## src/rtl/register_demultiplexer_if.sv

```systemverilog
// register_demultiplexer_if
//   Bundles the producer handshake and the per-lane consumer handshake of
//   register_demultiplexer.
//   Signals:
//     inData    word offered by the producer
//     select    destination lane index
//     inValid   producer offers inData/select
//     inReady   demux accepts this cycle
//     outputBus packed lane registers, lane i at [i*inputWidth +: inputWidth]
//     outValid  per-lane "holds an unconsumed word"
//     outReady  per-lane consumer acknowledge
//     dropCount saturating count of accepted out-of-range words
//   Modports: master = producer/consumer side, slave = demux side.
interface register_demultiplexer_if #(
  parameter int inputWidth  = 8,
  parameter int numOutputs  = 4,
  parameter int selectLines = 2
);
  logic [inputWidth-1:0]            inData;
  logic [selectLines-1:0]           select;
  logic                             inValid;
  logic                             inReady;
  logic [inputWidth*numOutputs-1:0] outputBus;
  logic [numOutputs-1:0]            outValid;
  logic [numOutputs-1:0]            outReady;
  logic [7:0]                       dropCount;

  modport master (
    output inData, select, inValid, outReady,
    input  inReady, outputBus, outValid, dropCount
  );

  modport slave (
    input  inData, select, inValid, outReady,
    output inReady, outputBus, outValid, dropCount
  );
endinterface

```

## src/rtl/register_demultiplexer.sv

```systemverilog
// register_demultiplexer
//   Registered 1-to-N demultiplexer. A word accepted with a lane select is
//   captured into that lane's one-word holding register and held until the
//   lane's consumer acknowledges it. Out-of-range selects are accepted and
//   discarded, counted by a saturating 8-bit drop counter.
//   Ports:
//     clk    rising-edge clock
//     reset  asynchronous, active-high reset
//     bus    register_demultiplexer_if.slave (producer + lane handshakes)
//   Configuration macro:
//     REGISTER_DEMUX_FILL_ON_DRAIN_EN - when defined, a full lane being
//     drained may be refilled at the same edge (inReady also looks at
//     outReady of the selected lane).
module register_demultiplexer #(
  parameter int inputWidth  = 8,
  parameter int numOutputs  = 4,
  parameter int selectLines = 2
) (
  input  logic                     clk,
  input  logic                     reset,
  register_demultiplexer_if.slave  bus
);

  typedef enum logic {
    EMPTY = 1'b0,
    FULL  = 1'b1
  } lane_state_e;

  lane_state_e           state_p0  [numOutputs];
  lane_state_e           state_nxt [numOutputs];
  logic [inputWidth-1:0] data_p0   [numOutputs];
  logic [7:0]            drop_p0;

  logic [numOutputs-1:0] vld_p0;
  logic [numOutputs-1:0] sel_hit;
  logic [numOutputs-1:0] lane_free;
  logic [numOutputs-1:0] load;
  logic [numOutputs-1:0] drain;
  logic                  sel_in_range;
  logic                  in_ready;
  logic                  in_xfer;
  logic [inputWidth*numOutputs-1:0] out_bus;

  function automatic logic [7:0] sat_inc(input logic [7:0] v);
    return (v == 8'hFF) ? v : v + 8'd1;
  endfunction

  // Lane decode is done per lane so an out-of-range select never indexes
  // past the lane arrays; "no lane hit" is exactly the out-of-range case.
  always_comb begin
    sel_hit = '0;
    vld_p0  = '0;
    for (int i = 0; i < numOutputs; i++) begin
      sel_hit[i] = (bus.select == selectLines'(i));
      vld_p0[i]  = (state_p0[i] == FULL);
    end
  end

  assign sel_in_range = |sel_hit;

`ifdef REGISTER_DEMUX_FILL_ON_DRAIN_EN
  assign lane_free = ~vld_p0 | bus.outReady;
`else
  assign lane_free = ~vld_p0;
`endif

  // Out-of-range words are always accepted so the producer never stalls on them.
  assign in_ready = !sel_in_range || |(sel_hit & lane_free);
  assign in_xfer  = bus.inValid && in_ready;
  assign load     = in_xfer ? sel_hit : '0;
  assign drain    = vld_p0 & bus.outReady;

  // Lane next-state: a refill wins over a drain in the same cycle.
  always_comb begin
    for (int i = 0; i < numOutputs; i++) begin
      state_nxt[i] = state_p0[i];
      if (load[i]) begin
        state_nxt[i] = FULL;
      end else if (drain[i]) begin
        state_nxt[i] = EMPTY;
      end
    end
  end

  // ---- stage p0: lane state, lane data and drop counter registers ----
  always_ff @(posedge clk or posedge reset) begin
    if (reset) begin
      for (int i = 0; i < numOutputs; i++) begin
        state_p0[i] <= EMPTY;
      end
    end else begin
      for (int i = 0; i < numOutputs; i++) begin
        state_p0[i] <= state_nxt[i];
      end
    end
  end

  // Data keeps its last word after a drain; only a load changes it.
  always_ff @(posedge clk or posedge reset) begin
    if (reset) begin
      for (int i = 0; i < numOutputs; i++) begin
        data_p0[i] <= '0;
      end
    end else begin
      for (int i = 0; i < numOutputs; i++) begin
        if (load[i]) begin
          data_p0[i] <= bus.inData;
        end
      end
    end
  end

  always_ff @(posedge clk or posedge reset) begin
    if (reset) begin
      drop_p0 <= '0;
    end else if (in_xfer && !sel_in_range) begin
      drop_p0 <= sat_inc(drop_p0);
    end
  end

  always_comb begin
    out_bus = '0;
    for (int i = 0; i < numOutputs; i++) begin
      out_bus[i*inputWidth +: inputWidth] = data_p0[i];
    end
  end

  assign bus.inReady   = in_ready;
  assign bus.outValid  = vld_p0;
  assign bus.outputBus = out_bus;
  assign bus.dropCount = drop_p0;

endmodule

```

## src/flat_wrapper.sv

```systemverilog
// flat-port wrapper written by rule: the top's interface ports become plain ports
module register_demultiplexer_flat 
#(
  parameter int inputWidth  = 8,
  parameter int numOutputs  = 4,
  parameter int selectLines = 2
)
  (clk, reset, bus_inData, bus_select, bus_inValid, bus_outReady, bus_inReady, bus_outputBus, bus_outValid, bus_dropCount);
  register_demultiplexer_if #(.inputWidth(inputWidth), .numOutputs(numOutputs), .selectLines(selectLines)) bus_i ();
  input  logic clk;
  input  logic reset;
  input wire logic [$bits(bus_i.inData)-1:0] bus_inData;
  input wire logic [$bits(bus_i.select)-1:0] bus_select;
  input wire logic [$bits(bus_i.inValid)-1:0] bus_inValid;
  input wire logic [$bits(bus_i.outReady)-1:0] bus_outReady;
  output wire logic [$bits(bus_i.inReady)-1:0] bus_inReady;
  output wire logic [$bits(bus_i.outputBus)-1:0] bus_outputBus;
  output wire logic [$bits(bus_i.outValid)-1:0] bus_outValid;
  output wire logic [$bits(bus_i.dropCount)-1:0] bus_dropCount;
  assign bus_i.inData = bus_inData;
  assign bus_i.select = bus_select;
  assign bus_i.inValid = bus_inValid;
  assign bus_i.outReady = bus_outReady;
  assign bus_inReady = bus_i.inReady;
  assign bus_outputBus = bus_i.outputBus;
  assign bus_outValid = bus_i.outValid;
  assign bus_dropCount = bus_i.dropCount;
  register_demultiplexer #(.inputWidth(inputWidth), .numOutputs(numOutputs), .selectLines(selectLines)) u_core (.clk(clk), .reset(reset), .bus(bus_i));
endmodule
```

## config.mk

```make
export PLATFORM = sky130hd
export DESIGN_NAME = register_demultiplexer_flat
export DESIGN_NICKNAME = d
export VERILOG_FILES = /design/src/rtl/register_demultiplexer_if.sv /design/src/rtl/register_demultiplexer.sv /design/src/flat_wrapper.sv
export SDC_FILE = /design/constraint.sdc
export NUM_CORES = 1
export LEC_CHECK = 0
export ABC_AREA = 0
export CORE_ASPECT_RATIO = 1.2
export CORE_UTILIZATION = 35
export CTS_BUF_LIST = sky130_fd_sc_hd__clkbuf_2
export DETAILED_ROUTE_END_ITERATION = 8
export DONT_BUFFER_PORTS = 1
export GPL_TIMING_DRIVEN = 0
export SYNTH_ARGS = -nofsm -noshare
export SYNTH_HDL_FRONTEND = slang
export SYNTH_SLANG_ARGS = --single-unit
```

## constraint.sdc

```tcl
create_clock -name clk -period 2.01 [get_ports clk]
set_input_delay 0.201 -clock clk [delete_from_list [all_inputs] [get_ports clk]]
set_output_delay 0.201 -clock clk [all_outputs]
set_load 0.005 [all_outputs]
```

# == After elaboration in Yosys (flattened, before gate mapping) ==
# Index checks and enable logic that the tools add are counted.
# word_totals
register_bits,44
in_bits,17
# op_classes
n_eq_ne,4
reduce_logical,12
bitwise,4
n_addsub,1
n_mux,9
# op_table
op,n
adder 8 x 1 -> 8 bit (second input constant),1
AND 4 bit,2
== test 8 bit (second input constant),1
2-to-1 mux 1 bit,8
nonzero test 2 bit,4
OR reduction 4 bit,2
== test 2 bit (second input constant),2
2-to-1 mux 4 bit,1
NOT 4 bit,1
== test 2 x 1 -> 1 bit (second input constant),1
logical AND 1 bit,2
logical NOT 2 bit,1
AND reduction 2 bit,1
logical NOT 1 bit,1
logical OR 1 bit,1
NOT 1 bit,1

# == Depth between registers and ports, before layout ==
# Gate-level depths: netlist of the first run.
# logic_depth
ltp_word,7
ltp_mapped,3

# == Least setup slack after synthesis of the first run ==
# OpenSTA, ideal clock, no wires.
# synth_timing
path_kind,reg-to-reg
from,"register u_core.state_p0, in the netlist u_core.bus.outValid[0]"
to,"register u_core.data_p0, in the netlist u_core.bus.outputBus[0]"
setup_ns,0.125
slack_ns,0.590
path_stages_with_launch,3
t_arrival_ns,1.295
path_buffers,0
synth_period_minus_slack_ns,1.420
cell_sequence,dfrtp_1 nor4b_4 mux2_2
# synth_via
elab_chain_len,6
# synth_rtl
element,line,text
"start, declared",register_demultiplexer.sv:29,lane_state_e state_p0 [numOutputs];
"start signal, assigned by index",register_demultiplexer.sv:93,state_p0[i] <= state_nxt[i];
NOT 4 bit,register_demultiplexer.sv:64,assign lane_free = ~vld_p0;
AND 4 bit,register_demultiplexer.sv:68,assign in_ready = !sel_in_range || |(sel_hit & lane_free);
OR reduction 4 bit,register_demultiplexer.sv:68,
logical OR 1 bit,register_demultiplexer.sv:68,
logical AND 1 bit,register_demultiplexer.sv:69,assign in_xfer = bus.inValid && in_ready;
2-to-1 mux 4 bit,register_demultiplexer.sv:70,assign load = in_xfer ? sel_hit : '0;
"end signal, assigned by index",register_demultiplexer.sv:107,data_p0[i] <= bus.inData;
"end, declared",register_demultiplexer.sv:31,logic [inputWidth-1:0] data_p0 [numOutputs];
# No other way between the ends.
# A chain may end at the register's enable or synchronous reset.

# == Worst setup path in the final report of the first run ==
# layout_timing
from,"register u_core.state_p0, in the netlist u_core.bus.outValid[0]"
to,"register u_core.data_p0, in the netlist u_core.bus.outputBus[1]"
# The elaborated chain is that of the path after synthesis.

==> flow_summary.toml, run 1 <==
[critical_path]
cp_max_fo = 9
crit_type = "flop to flop"
slowest_stage = "nor4b_4"
crit_path_end_kind = "flop"
critPathBufInv = 0
crit_family = "simple AND/OR/NAND/NOR gates"
arrival_ps = 2050
crit_chain = "nor4b_4 > mux2_2"
required_ps = 2290
worstSetupStartpointType = "flop"
slowest_delay_ps = 750

[synth]
synth_cell_type_count = 12
ys_seq_elements = 44
synth_top_area_share_pct = 67.18
synthTopCellsByArea = "dfrtp_1, mux2_2, clkbuf_1"
synth_top_family_by_area = "multiplexers"
synth-xor-area-share_pct = 0
syn-num-nets = 118
synth-edff-count = 0
synth_top_cell_by_area = "dfrtp_1"
syn_avg_cell_area_sq_um = 16.23
synthAdderAreaFrac_pct = 0
synth-compound-area-share_pct = 1.679
syn-cell-area_sq_um = 1639
ys.flop_type = "dfrtp_1"
synth.most_common_cell = "dfrtp_1"
seq_area_frac_synth_pct = 67.18
syn_inst = 101
ys_async_sr_fraction_pct = 100.0
synthMuxAreaShare_pct = 23.59
yosys-top-cells-count = "dfrtp_1, mux2_2, clkbuf_1"
synthSimpleGateAreaFrac_pct = 3.740
ys_warn_count = 0

[placed_design]
place.gp.congestion = 0.6301
place_area_sq_um = 1709
port_buffers = 0
dp_hpwl_um = 2108
placed_cells_incl_taps = 157

[floorplanning]
dieArea_sq_um = 4962
start_util_pct = 37.60
pin_count = 62
fp.dieW_um = 64.47
coreArea_sq_um = 4359
die_h_um = 76.97
rows = 26

[clocking]
clk_path_buf_depth = 2
clkTransAtPathRegs_ps = 210
cts_buffers = 5
clock_sinks = 44
htree_levels = 2
clk_latency_ps = 390
cts_resized = 0
cts_tree = "done"
cts_root_buf = "clkbuf_2"

[route]
drt_iter0_drc = 11
via_per_inst = 4.921
avgRoutedWirePerCell_um = 17.26
drt_first_pass_iters = 3
drc = 0
vias = 876
ant_nets = 0
wl_um = 3073

[timing]
worst_pin_slew_ps = 859.2
min_period_over_period_pct = 87.99
fin_crit_ps = 1769
skew_ps = 23.31
rsz0062_at_grt = "false"
setup_viol = 0
tns_ps = 0
maxSlewHeadroom_pct = 42.64
final-hold-violation-count = 0
final-max-slew-violation-count = 0
clock.fmax_mhz = 565.5

[layout]
fillerInstances = 421
syn_to_final_growth_pct = 16.18
design_area_sq_um = 1904
multi_input_comb_area_sq_um = 475.5
drive_gt1_share_pct = 37.70
nets = 138
diodes = 0
seqCellArea_sq_um = 1101
fin_cells = 178

[global_route]
overflow = 0
grt_pass1_wl_um = 4802
grt_max_degree = 45
grt_pass1_vias = 964
antenna_found_initial = 0
grt_usage_pct = 13.40

[status]
status = "complete, no violations"

[pwr]
power_density_nw_per_um2 = 975.6
p_leak_nw = 0.8775
irDropWorstVdd_mv = 0.5126

[worst_hold_path]
hold_path_class = "input pin to flop"

[job]
maxCapViolations = 0
==> sequential cells by signal (all words and copies together), names as in the netlist <==
register              count
u_core.bus.outputBus     32
u_core.bus.dropCount      8
u_core.bus.outValid       4
==> cells in the final DEF (no fill, tap or decap), drive strengths merged, types with 2 or more instances in the layout <==
master,instances
mux2,32
inv,6
dfrtp,44
a21o,3
clkbuf,14
buf,2
dlygate4sd3,13
==> metal layers <==
metal | GRT usage (%) | part of all wire [%] | routed length [um] | vias to the layer above
li1 | - | - | - | 380
met1 | 13.44 | 36 | 1107 | 443
met2 | 23.26 | 52 | 1612 | 48
met3 | 6.548 | 9.8 | 301 | 5
met4 | 5.333 | 1.7 | 51 | 0
met5 | 0 | 0 | 0 | -
==> per-stage QoR <==
| stage | utilization [%] | power, W | setup WS (ps) | hold WS [ps] |
|---|---|---|---|---|
| after detailed placement | 39.21 | 0.001388 | 260.8 | 316.1 |
| after CTS | 43.69 | 0.001891 | 232.5 | 31.43 |
| final | 43.69 | 0.001858 | 241.5 | 48.22 |
| after global placement | 39.21 | 0.001371 | 319.0 | 306.6 |
| after global routing | 43.69 | 0.001956 | 167.9 | 6.752 |
| after floorplan | - | 0.001319 | 590.0 | 297.4 |
==> path summary, 6_finish.rpt <==
path	slack (ps)	end	cells past startpoint	startpoint
max in group asynchronous	1030	u_core.bus.outputBus[15]	2	reset
min in group asynchronous	420	u_core.bus.outputBus[14]	2	reset
min reg2reg	520	u_core.bus.dropCount[4]	1	u_core.bus.dropCount[4]
max	240	u_core.bus.outputBus[1]	2	u_core.bus.outValid[0]
min	50	u_core.bus.outValid[0]	2	bus_select[0]
max reg2reg	240	u_core.bus.outputBus[1]	2	u_core.bus.outValid[0]
==> final cells by class <==
class,instances,share of cell area [%]
sequential,44,57.82
multi-input combinational,41,24.97
tap,56,3.679
timing repair buffer,13,6.833
inverter,6,1.183
clock buffer,6,1.577
buffer,10,2.102
clock inverter,2,1.840
==> power by group <==
part	total (W)	switching (W)	internal (W)
Clock	0.000473	0.000259	0.000214
Sequential	0.00116	0.000124	0.00104
Combinational	0.000221	0.0000770	0.000144
==> what timing repair did <==
action                                 CTS  global route
endpoints found under the hold margin   80             0
hold buffers                            13             0
buffers inserted                         0             0
==> kinds of logic (layout without fill, tap and decap cells) <==
logic type,Yosys count,count (layout)
buf+inv,16,37
flops,44,44
compound gates,4,4
mux,33,33
simple gates,4,4
Note: power is estimated with default switching activity, not from simulation.
==> run 2: changes to the inputs <==
--- a/config.mk
+++ b/config.mk
@@ -6,6 +6,7 @@
 export NUM_CORES = 1
 export LEC_CHECK = 0
 export ABC_AREA = 0
+export CAP_MARGIN = 25
 export CORE_ASPECT_RATIO = 1.2
 export CORE_UTILIZATION = 35
 export CTS_BUF_LIST = sky130_fd_sc_hd__clkbuf_2
==> constraint.sdc (replaced) <==
create_clock -name clk -period 2 [get_ports clk]
set_input_delay 0.2 -clock clk [delete_from_list [all_inputs] [get_ports clk]]
set_output_delay 0.2 -clock clk [all_outputs]
set_load 0.005 [all_outputs]
==> results of run 2 <==
Same layout as run 1 (identical final DEF). Status: complete, no violations.
Main changes from that run: setup slack after placement 260.8 ps -> 250.8 ps; setup slack after layout 241.5 ps -> 231.5 ps; hold slack 48.22 ps -> 47.22 ps; register-to-register setup slack 240 ps -> 230 ps; total power 0.001858 W -> 0.001867 W; worst IR drop on VDD 0.5126 mV -> 0.5152 mV
